### config.mk
export PLATFORM = sky130hd
export DESIGN_NAME = cursor_uart_rx
export DESIGN_NICKNAME = d
export VERILOG_FILES = /design/src/rtl/cursor_uart_rx.sv
export SDC_FILE = /design/constraint.sdc
export NUM_CORES = 1
export LEC_CHECK = 0
export BUFFER_PORTS_ARGS = -buffer_cell sky130_fd_sc_hd__buf_2
export CAP_MARGIN = 20
export CORE_MARGIN = 2
export CORE_UTILIZATION = 46
export CTS_BUF_LIST = sky130_fd_sc_hd__clkbuf_16
export CTS_CLUSTER_DIAMETER = 100
export CTS_CLUSTER_SIZE = 40
export DETAILED_ROUTE_END_ITERATION = 8
export GPL_ROUTABILITY_DRIVEN = 0
export PLACE_DENSITY = 0.66
export SYNTH_ARGS = -nofsm -noshare
export SYNTH_HDL_FRONTEND = slang
export SYNTH_SLANG_ARGS = --single-unit
### constraint.sdc
create_clock -name clk -period 1.9 [get_ports clk]
set_input_delay 0.38 -clock clk [delete_from_list [all_inputs] [get_ports clk]]
set_output_delay 0.38 -clock clk [all_outputs]
set_load 0.005 [all_outputs]
### src/rtl/cursor_uart_rx.sv
// cursor_uart_rx: 8N1 UART receiver and cursor packet decoder.
// Packets are a header byte (101000rl), then dx, then dy, all signed bytes.
// Optional macro CURSOR_RX_CHECKSUM_EN adds a 4th byte equal to hdr ^ dx ^ dy.
module cursor_uart_rx #(
    parameter int unsigned CLKS_PER_BIT = 434,
    parameter int unsigned TIMEOUT_CLKS = 43400
) (
    input  logic       clk,
    input  logic       rst_n,
    input  logic       rx,
    output logic       pkt_valid,
    output logic       left_click,
    output logic       right_click,
    output logic [7:0] dx,
    output logic [7:0] dy,
    output logic       frame_err,
    output logic       sync_err
);

    localparam int unsigned CNT_W = $clog2(CLKS_PER_BIT);
    localparam int unsigned GAP_W = $clog2(TIMEOUT_CLKS + 1);
    localparam logic [CNT_W-1:0] HALF_LAST = CNT_W'(CLKS_PER_BIT / 2 - 1);
    localparam logic [CNT_W-1:0] BIT_LAST  = CNT_W'(CLKS_PER_BIT - 1);
    localparam logic [GAP_W-1:0] GAP_LAST  = GAP_W'(TIMEOUT_CLKS - 1);
    localparam logic [5:0]       HDR_TAG   = 6'b101000;

    typedef enum logic [1:0] {B_IDLE, B_START, B_DATA, B_STOP} bit_state_t;
    typedef enum logic [1:0] {P_HDR, P_DX, P_DY, P_CK} pkt_state_t;

    logic             rx_meta;
    logic             rx_sync;
    logic             rx_prev;

    bit_state_t       bit_state;
    logic [CNT_W-1:0] bit_cnt;
    logic [2:0]       bit_idx;
    logic [7:0]       shift;
    logic             stop_wait;
    logic             byte_done;
    logic [7:0]       byte_data;
    logic             stop_fail;

    pkt_state_t       pkt_state;
    logic [GAP_W-1:0] gap_cnt;
    logic             sh_left;
    logic             sh_right;
    logic [7:0]       sh_dx;
`ifdef CURSOR_RX_CHECKSUM_EN
    logic [7:0]       sh_dy;
    logic [7:0]       sh_hdr;
`endif

    // Stop bit is being sampled low on this edge; frame_err wins over any sync_err.
    assign stop_fail = (bit_state == B_STOP) && !stop_wait &&
                       (bit_cnt == BIT_LAST) && !rx_sync;

    // Two-flop synchroniser plus a delayed copy for falling-edge detection.
    always_ff @(posedge clk or negedge rst_n) begin
        if (!rst_n) begin
            rx_meta <= 1'b1;
            rx_sync <= 1'b1;
            rx_prev <= 1'b1;
        end else begin
            rx_meta <= rx;
            rx_sync <= rx_meta;
            rx_prev <= rx_sync;
        end
    end

    // Bit-level FSM: start-bit qualification, mid-bit sampling, stop check.
    always_ff @(posedge clk or negedge rst_n) begin
        if (!rst_n) begin
            bit_state <= B_IDLE;
            bit_cnt   <= '0;
            bit_idx   <= '0;
            shift     <= '0;
            stop_wait <= 1'b0;
            byte_done <= 1'b0;
            byte_data <= '0;
            frame_err <= 1'b0;
        end else begin
            byte_done <= 1'b0;
            frame_err <= 1'b0;
            case (bit_state)
                B_IDLE: begin
                    bit_cnt <= '0;
                    if (rx_prev && !rx_sync) begin
                        bit_state <= B_START;
                    end
                end
                B_START: begin
                    if (bit_cnt == HALF_LAST) begin
                        bit_cnt <= '0;
                        if (!rx_sync) begin
                            bit_idx   <= '0;
                            bit_state <= B_DATA;
                        end else begin
                            bit_state <= B_IDLE;
                        end
                    end else begin
                        bit_cnt <= bit_cnt + CNT_W'(1);
                    end
                end
                B_DATA: begin
                    if (bit_cnt == BIT_LAST) begin
                        bit_cnt <= '0;
                        shift   <= {rx_sync, shift[7:1]};
                        bit_idx <= bit_idx + 3'd1;
                        if (bit_idx == 3'd7) begin
                            bit_state <= B_STOP;
                        end
                    end else begin
                        bit_cnt <= bit_cnt + CNT_W'(1);
                    end
                end
                B_STOP: begin
                    if (stop_wait) begin
                        // Hold here until the line returns high so a stuck-low line cannot re-trigger.
                        if (rx_sync) begin
                            stop_wait <= 1'b0;
                            bit_state <= B_IDLE;
                        end
                    end else if (bit_cnt == BIT_LAST) begin
                        bit_cnt <= '0;
                        if (rx_sync) begin
                            byte_done <= 1'b1;
                            byte_data <= shift;
                            bit_state <= B_IDLE;
                        end else begin
                            frame_err <= 1'b1;
                            stop_wait <= 1'b1;
                        end
                    end else begin
                        bit_cnt <= bit_cnt + CNT_W'(1);
                    end
                end
                default: bit_state <= B_IDLE;
            endcase
        end
    end

    // Packet FSM: header check, shadow capture, atomic output update, timeout.
    always_ff @(posedge clk or negedge rst_n) begin
        if (!rst_n) begin
            pkt_state   <= P_HDR;
            gap_cnt     <= '0;
            sh_left     <= 1'b0;
            sh_right    <= 1'b0;
            sh_dx       <= '0;
`ifdef CURSOR_RX_CHECKSUM_EN
            sh_dy       <= '0;
            sh_hdr      <= '0;
`endif
            pkt_valid   <= 1'b0;
            sync_err    <= 1'b0;
            left_click  <= 1'b0;
            right_click <= 1'b0;
            dx          <= '0;
            dy          <= '0;
        end else begin
            pkt_valid <= 1'b0;
            sync_err  <= 1'b0;
            if (frame_err) begin
                pkt_state <= P_HDR;
                gap_cnt   <= '0;
            end else if (pkt_state == P_HDR) begin
                gap_cnt <= '0;
                if (byte_done) begin
                    if (byte_data[7:2] == HDR_TAG) begin
                        sh_right  <= byte_data[1];
                        sh_left   <= byte_data[0];
`ifdef CURSOR_RX_CHECKSUM_EN
                        sh_hdr    <= byte_data;
`endif
                        pkt_state <= P_DX;
                    end else begin
                        sync_err <= 1'b1;
                    end
                end
            end else if (byte_done) begin
                // A completing byte beats a timeout landing on the same edge.
                gap_cnt <= '0;
                case (pkt_state)
                    P_DX: begin
                        sh_dx     <= byte_data;
                        pkt_state <= P_DY;
                    end
                    P_DY: begin
`ifdef CURSOR_RX_CHECKSUM_EN
                        sh_dy     <= byte_data;
                        pkt_state <= P_CK;
`else
                        left_click  <= sh_left;
                        right_click <= sh_right;
                        dx          <= sh_dx;
                        dy          <= byte_data;
                        pkt_valid   <= 1'b1;
                        pkt_state   <= P_HDR;
`endif
                    end
`ifdef CURSOR_RX_CHECKSUM_EN
                    P_CK: begin
                        if (byte_data == (sh_hdr ^ sh_dx ^ sh_dy)) begin
                            left_click  <= sh_left;
                            right_click <= sh_right;
                            dx          <= sh_dx;
                            dy          <= sh_dy;
                            pkt_valid   <= 1'b1;
                        end else begin
                            sync_err <= 1'b1;
                        end
                        pkt_state <= P_HDR;
                    end
`endif
                    default: pkt_state <= P_HDR;
                endcase
            end else if (gap_cnt == GAP_LAST) begin
                gap_cnt   <= '0;
                sh_left   <= 1'b0;
                sh_right  <= 1'b0;
                sh_dx     <= '0;
                sync_err  <= !stop_fail;
                pkt_state <= P_HDR;
            end else begin
                gap_cnt <= gap_cnt + GAP_W'(1);
            end
        end
    end

endmodule

[Word level (Yosys, flattened, before mapping)]
Cells that the tools add are included.
Cells by class
  $add $sub $neg: 3
  multipliers: 0
  div/mod/pow operators: 0
  $lt $le $gt $ge: 0
  eq/ne operators: 23
  shifts and indexed selects: 0
  multiplexer cells: 58
  bitwise gates (word level): 3
  reduce and logical (&&, ||, !) cells: 20
Operators with widths (count)
  two-way mux 16 bit: 4
  case mux 9 bit (4 select lines): 1
  two-way mux 2 bit: 15
  two-way mux 1 bit: 27
  two-way mux 9 bit: 3
  two-way mux 8 bit: 3
  adder 16 x 1 -> 16 bit (second input constant): 1
  equality test 16 bit (second input constant): 1
  AND reduction 4 bit: 4
  != test 2 bit (second input constant): 7
  AND reduction 5 bit: 2
  adder 9 x 1 -> 9 bit (second input constant): 1
  equality test 9 x 8 -> 1 bit (second input constant): 1
  equality test 9 bit (second input constant): 1
  two-way mux 3 bit: 3
  case mux 2 bit (4 select lines): 1
  equality test 2 bit (second input constant): 3
  equality test 6 bit (second input constant): 1
  != test 2 x 1 -> 1 bit (second input constant): 3
  != test 3 x 2 -> 1 bit (second input constant): 2
  case mux 3 bit (2 select lines): 1
  equality test 2 x 1 -> 1 bit (second input constant): 2
  logical AND 1 bit: 4
  zero test 2 bit: 2
  other kinds (9): 14
Word-level totals
  flip-flop bits (word level): 84
  latch bits: 0
  bits in writable memories: 0
  ROM bits: 0
  memories: 0

[Logic depth before layout (Yosys ltp)]
  word-level depth: 9
  depth in mapped cells: 7

[Worst setup path before layout]
No wires, ideal clock.
  path kind: reg2reg
  start: register bit_cnt[1]
  end: register byte_data[0]
  library setup time: 125 ps
  data arrival time: 1798 ps
  data required time: 1775 ps
  path slack: -23 ps
  stages on the path, launching flop included: 8
  cells stage by stage: dfrtp_1 > inv_1 > ha_1 > nand4bb_1 > or2_1 > buf_2 > nor3_4 > mux2_2
Between the ends
  cells in the longest elaborated chain, start to end: 2
Ends and longest elaborated chain
  start: declaration: line 35  | logic [CNT_W-1:0] bit_cnt;
  start signal: assignment: line 101  | bit_cnt <= bit_cnt + CNT_W'(1);
  start signal: assignment: line 113  | bit_cnt <= bit_cnt + CNT_W'(1);
  start signal: assignment: line 134  | bit_cnt <= bit_cnt + CNT_W'(1);
  equality test 9 bit: line 123  | end else if (bit_cnt == BIT_LAST) begin
  AND reduction 4 bit (no source line)
  end signal: assignment: line 127  | byte_data <= shift;
  end: declaration: line 40  | logic [7:0] byte_data;
No other way between the ends.
A chain may end at the register's enable or synchronous reset.

[Worst setup path after layout]
  start: register bit_cnt[1]
  end: register byte_data[3]
Same word-level chain as after synthesis.

==> implementation parameters <==
Parameter                              Value

Status
  Outcome ... complete, no violations

Job
  Maximum Capacitance Violations ... 0

Synthesis
  Share of the synthesized area in the top cell type ... 0.514
  Proportion of register bits with asynchronous set or reset after synthesis ... 1.00
  Synthesized area divided by synthesized cell count ... around 11 um^2
  Count of mapped cells out of synthesis ... ~370
  Post-Syn Nets ... 378
  Number of warnings reported in the yosys synthesis log ... 0
  Cell variety after synth ... just over 50
  Most used flip-flop cell after synthesis ... dfrtp_1
  EDFF count, synth ... 0
  Combined area of all synthesized cells ... roughly 4000 um^2
  Cells taking the most area after synthesis ... dfrtp_1 51%, mux2_2 9.7%, nand2_1 3.6%
  Number of synthesized register bits ... 84
  Sequential fraction of the synthesis area ... 0.534
  Cell type with the largest total area after synthesis ... dfrtp_1

Setup path
  Critical path endpoint category ... flop
  Number of cell instances on the worst register-to-register path ... 7
  Critical path startpoint category ... flop
  Required time of the critical path ... around 2100 ps
  Highest net fanout along the worst path ... 9
  Reg-to-reg slack, setup ... between 70 and 80 ps
  Arrival time at the worst endpoint ... ~2000 ps
  Path type of the worst setup path ... flop to flop
  Worst-path cell with the longest stage delay ... dfrtp_1
  Worst R2R Start ... bit_cnt[1]$_DFFE_PN0P_
  CP Cell Sequence ... inv_2 -> ha_1 -> nand4bb_1 -> or2_4 -> nor3_4 -> buf_12 -> mux2_2
  Largest stage delay on the critical path ... between 300 and 400 ps
  Worst reg2reg endpoint ... byte_data[3]$_DFFE_PN0P_

Global route
  Gr ovfl total ... 0
  First-pass GRT wire length ... between 10,000 and 15,000 um
  Total Routing Usage GR ... 0.175
  Number of global-route vias before repair ... ~2,600
  Largest net degree at the start of global routing ... 40
  Initial antenna violation count ... 0

Detailed routing
  Final Routed Wirelength ... between 7000 and 8000 um
  Total via count in the routed design ... approximately 2,900
  Average vias per placed instance ... about 5.4
  Violation count after the first detailed-routing iteration ... 132
  Number of nets with antenna violations after routing ... 0
  Final routed wire length divided by cell count ... 14.2 um
  Count of TritonRoute iterations in the first routing pass ... 4
  Number of remaining DRC errors ... 0

CTS
  Clock latency reported for the late side of the worst-skew pair ... roughly 330 ps
  Number of buffers added by the clock tree synthesis step ... 9
  Clk sinks ... 84
  CTS root buffer ... clkbuf_16
  Clock Tree Buf Depth ... 2
  H-tree depth ... 3
  Clock slew at the register clock pins of the worst setup and hold paths ... ~60 ps
  TritonCTS clock tree ... yes

Place
  Number of I/O port buffers ... 23
  Detailed placement HPWL ... 5340 um
  Placement-stage cell area ... 4360 um^2

STA
  Final Critical Period ... roughly 1800 ps
  Worst-case clock skew ... between 9 and 10 ps
  Max-Slew Margin vs Limit ... 0.744
  Max Clock Freq ... about 550 MHz
  # setup viols final ... 0
  TNS Setup ... 0 ps
  Max-slew violation count ... 0
  Worst-Margin Slew ... 385 ps
  Period Utilization, post-route ... 0.963
  Minimum hold slack ... ~150 ps
  RSZ-0062 raised after global routing ... true
  Hold violation total from the final report ... 0

Worst hold path
  Hold Crit Depth ... 1
  Worst hold path type ... primary input to flop
  Start point of the worst hold path ... rx
  Hold Path Sink ... rx_meta$_DFF_PN1_

Layout
  Proportion of layout cells with a drive suffix above 1 ... 0.267
  Core occupancy in the finished layout ... 0.568
  Count of nets after finishing ... roughly 430
  Diode count ... 0
  Layout-stage area growth over the synthesis result ... 18.8%
  Post-route cell area ... approximately 4700 um^2

Floorplan
  Floorplan core area ... 8260 um^2
  Die Footprint ... around 9300 um^2
  Effective utilization at floorplan ... 0.478
  Row count ... 33
  Die Span X ... a little under 100 um
  Top-level port count ... 24
  Height of the chip ... roughly 97 um

Power and ir drop
  LEAKAGE ... roughly 2.1 nW
  Final Power ... 0.00408 W
  Worst-case vdd ir drop ... approximately 0.00045 V
  Power per Cell Area ... 870 nW/um^2
[where the power goes]
| part | total [W] | internal (W) | switching, W |
|---|---|---|---|
| Clock | 0.00171 | 0.00101 | 0.000693 |
| Combinational | 0.000438 | 0.000207 | 0.000231 |
| Sequential | 0.00194 | 0.00186 | 0.0000718 |
| Total | 0.00408 | 0.00308 | 0.000995 |
[layout by cell type (no fill, tap or decap), drive strengths merged, types with 7 or more instances in the layout]
| master | synthesis | layout |
|---|---|---|
| nand2b | 12 | 12 |
| clkbuf | 10 | 9 |
| xnor2 | 13 | 13 |
| nor2 | 24 | 24 |
| mux2 | 34 | 34 |
| buf | 4 | 51 |
| nand3 | 11 | 11 |
| nor3 | 7 | 7 |
| a21oi | 12 | 12 |
| inv | 18 | 20 |
| o21ai | 23 | 23 |
| nand2 | 38 | 38 |
| dfrtp | 81 | 81 |
[worst max-delay path by stage]
stage | from | to | slack (ps)
floorplan | bit_cnt[1]$_DFFE_PN0P_ | byte_data[0]$_DFFE_PN0P_ | 30
global placement | bit_cnt[1]$_DFFE_PN0P_ | byte_data[7]$_DFFE_PN0P_ | 80
detailed placement | bit_cnt[1]$_DFFE_PN0P_ | byte_data[2]$_DFFE_PN0P_ | -2
CTS | bit_cnt[1]$_DFFE_PN0P_ | shift[4]$_DFFE_PN0P_ | 6
global route | bit_cnt[1]$_DFFE_PN0P_ | byte_data[5]$_DFFE_PN0P_ | -10
finish | bit_cnt[1]$_DFFE_PN0P_ | byte_data[3]$_DFFE_PN0P_ | 70
[kinds of logic after synthesis]
group                    Yosys count  share of synthesized area
flip-flops                        84                      0.534
AND/OR/NAND/NOR                  131                      0.174
AO/OA/AOI/OAI                     63                      0.102
multiplexers                      37                      0.105
XOR/XNOR                          16                     0.0355
adder cells (fa/ha/maj)            6                     0.0190
buffers and inverters             32                     0.0317
[worst max-delay path: cells and delay by family, from the launching register on]
family	cells	cell delay, ps
and+or+nand+nor	3	620
DFF	1	390
muxes	1	330
buffers and inverters	2	230
adders and majority gates	1	150
[metal layers]
metal  share of wire  vias up  GRT usage  wire [um]
met5               0        -          0          0
met4           0.025        0     0.0810        189
met3           0.036       15     0.0372        269
met2            0.48       69      0.282       3600
met1            0.46     1384      0.227       3450
li1                -     1398          -          -
[registers in the layout, indices dropped and copies added (netlist names), 2 cells and up, named ones only]
signal,cells
byte_data,8
gap_cnt,16
sh_dx,8
bit_idx,3
dx,8
pkt_state,2
bit_cnt,9
shift,8
dy,8
[area by class of cell]
class                           count  area (um^2)
Clock buffer                        9          225
Clock inverter                      7         67.6
Timing Repair Buffer               52          363
Fill cell                         713         3570
Inverter                           18         67.6
Sequential cell                    84         2110
Tap cell                          105          131
Multi-Input combinational cell    253         1730
[synth_stat cells (3+ instances only)]
cell	n
a21oi_1	12
a31oi_1	3
and2_1	3
and3_1	6
buf_2	4
clkbuf_1	10
dfrtp_1	81
dfstp_2	3
ha_1	6
inv_1	18
mux2_2	34
mux2i_1	3
nand2_1	38
nand2b_1	12
nand3_1	11
nand4_1	3
nor2_1	24
nor2b_1	4
nor3_1	6
nor4_1	5
o21ai_0	23
o2bb2ai_1	3
o31ai_1	4
or3_1	4
xnor2_1	13
xor2_1	3
[repair_timing]
action / 4_1_cts / 5_1_grt
pin swaps: 0 / 1
buffers inserted: 0 / 2
hold endpoints to repair: 25 / 0
setup endpoints to repair: 8 / 24
gates resized for setup: 1 / 4
hold buffers: 1 / 0
[stage by stage]
| stage | worst slack, ps | std cells |
|---|---|---|
| 5_1_grt | -14.1 | 528 |
| 4_1_cts | 5.93 | 526 |
| 2_1_floorplan | 25.6 | 369 |
| 6_report | 70.8 | 528 |
| 3_5_place_dp | -2.32 | 509 |
| 3_3_place_gp | 81.2 | 509 |
No activity file was read; power rests on OpenSTA's default activity.
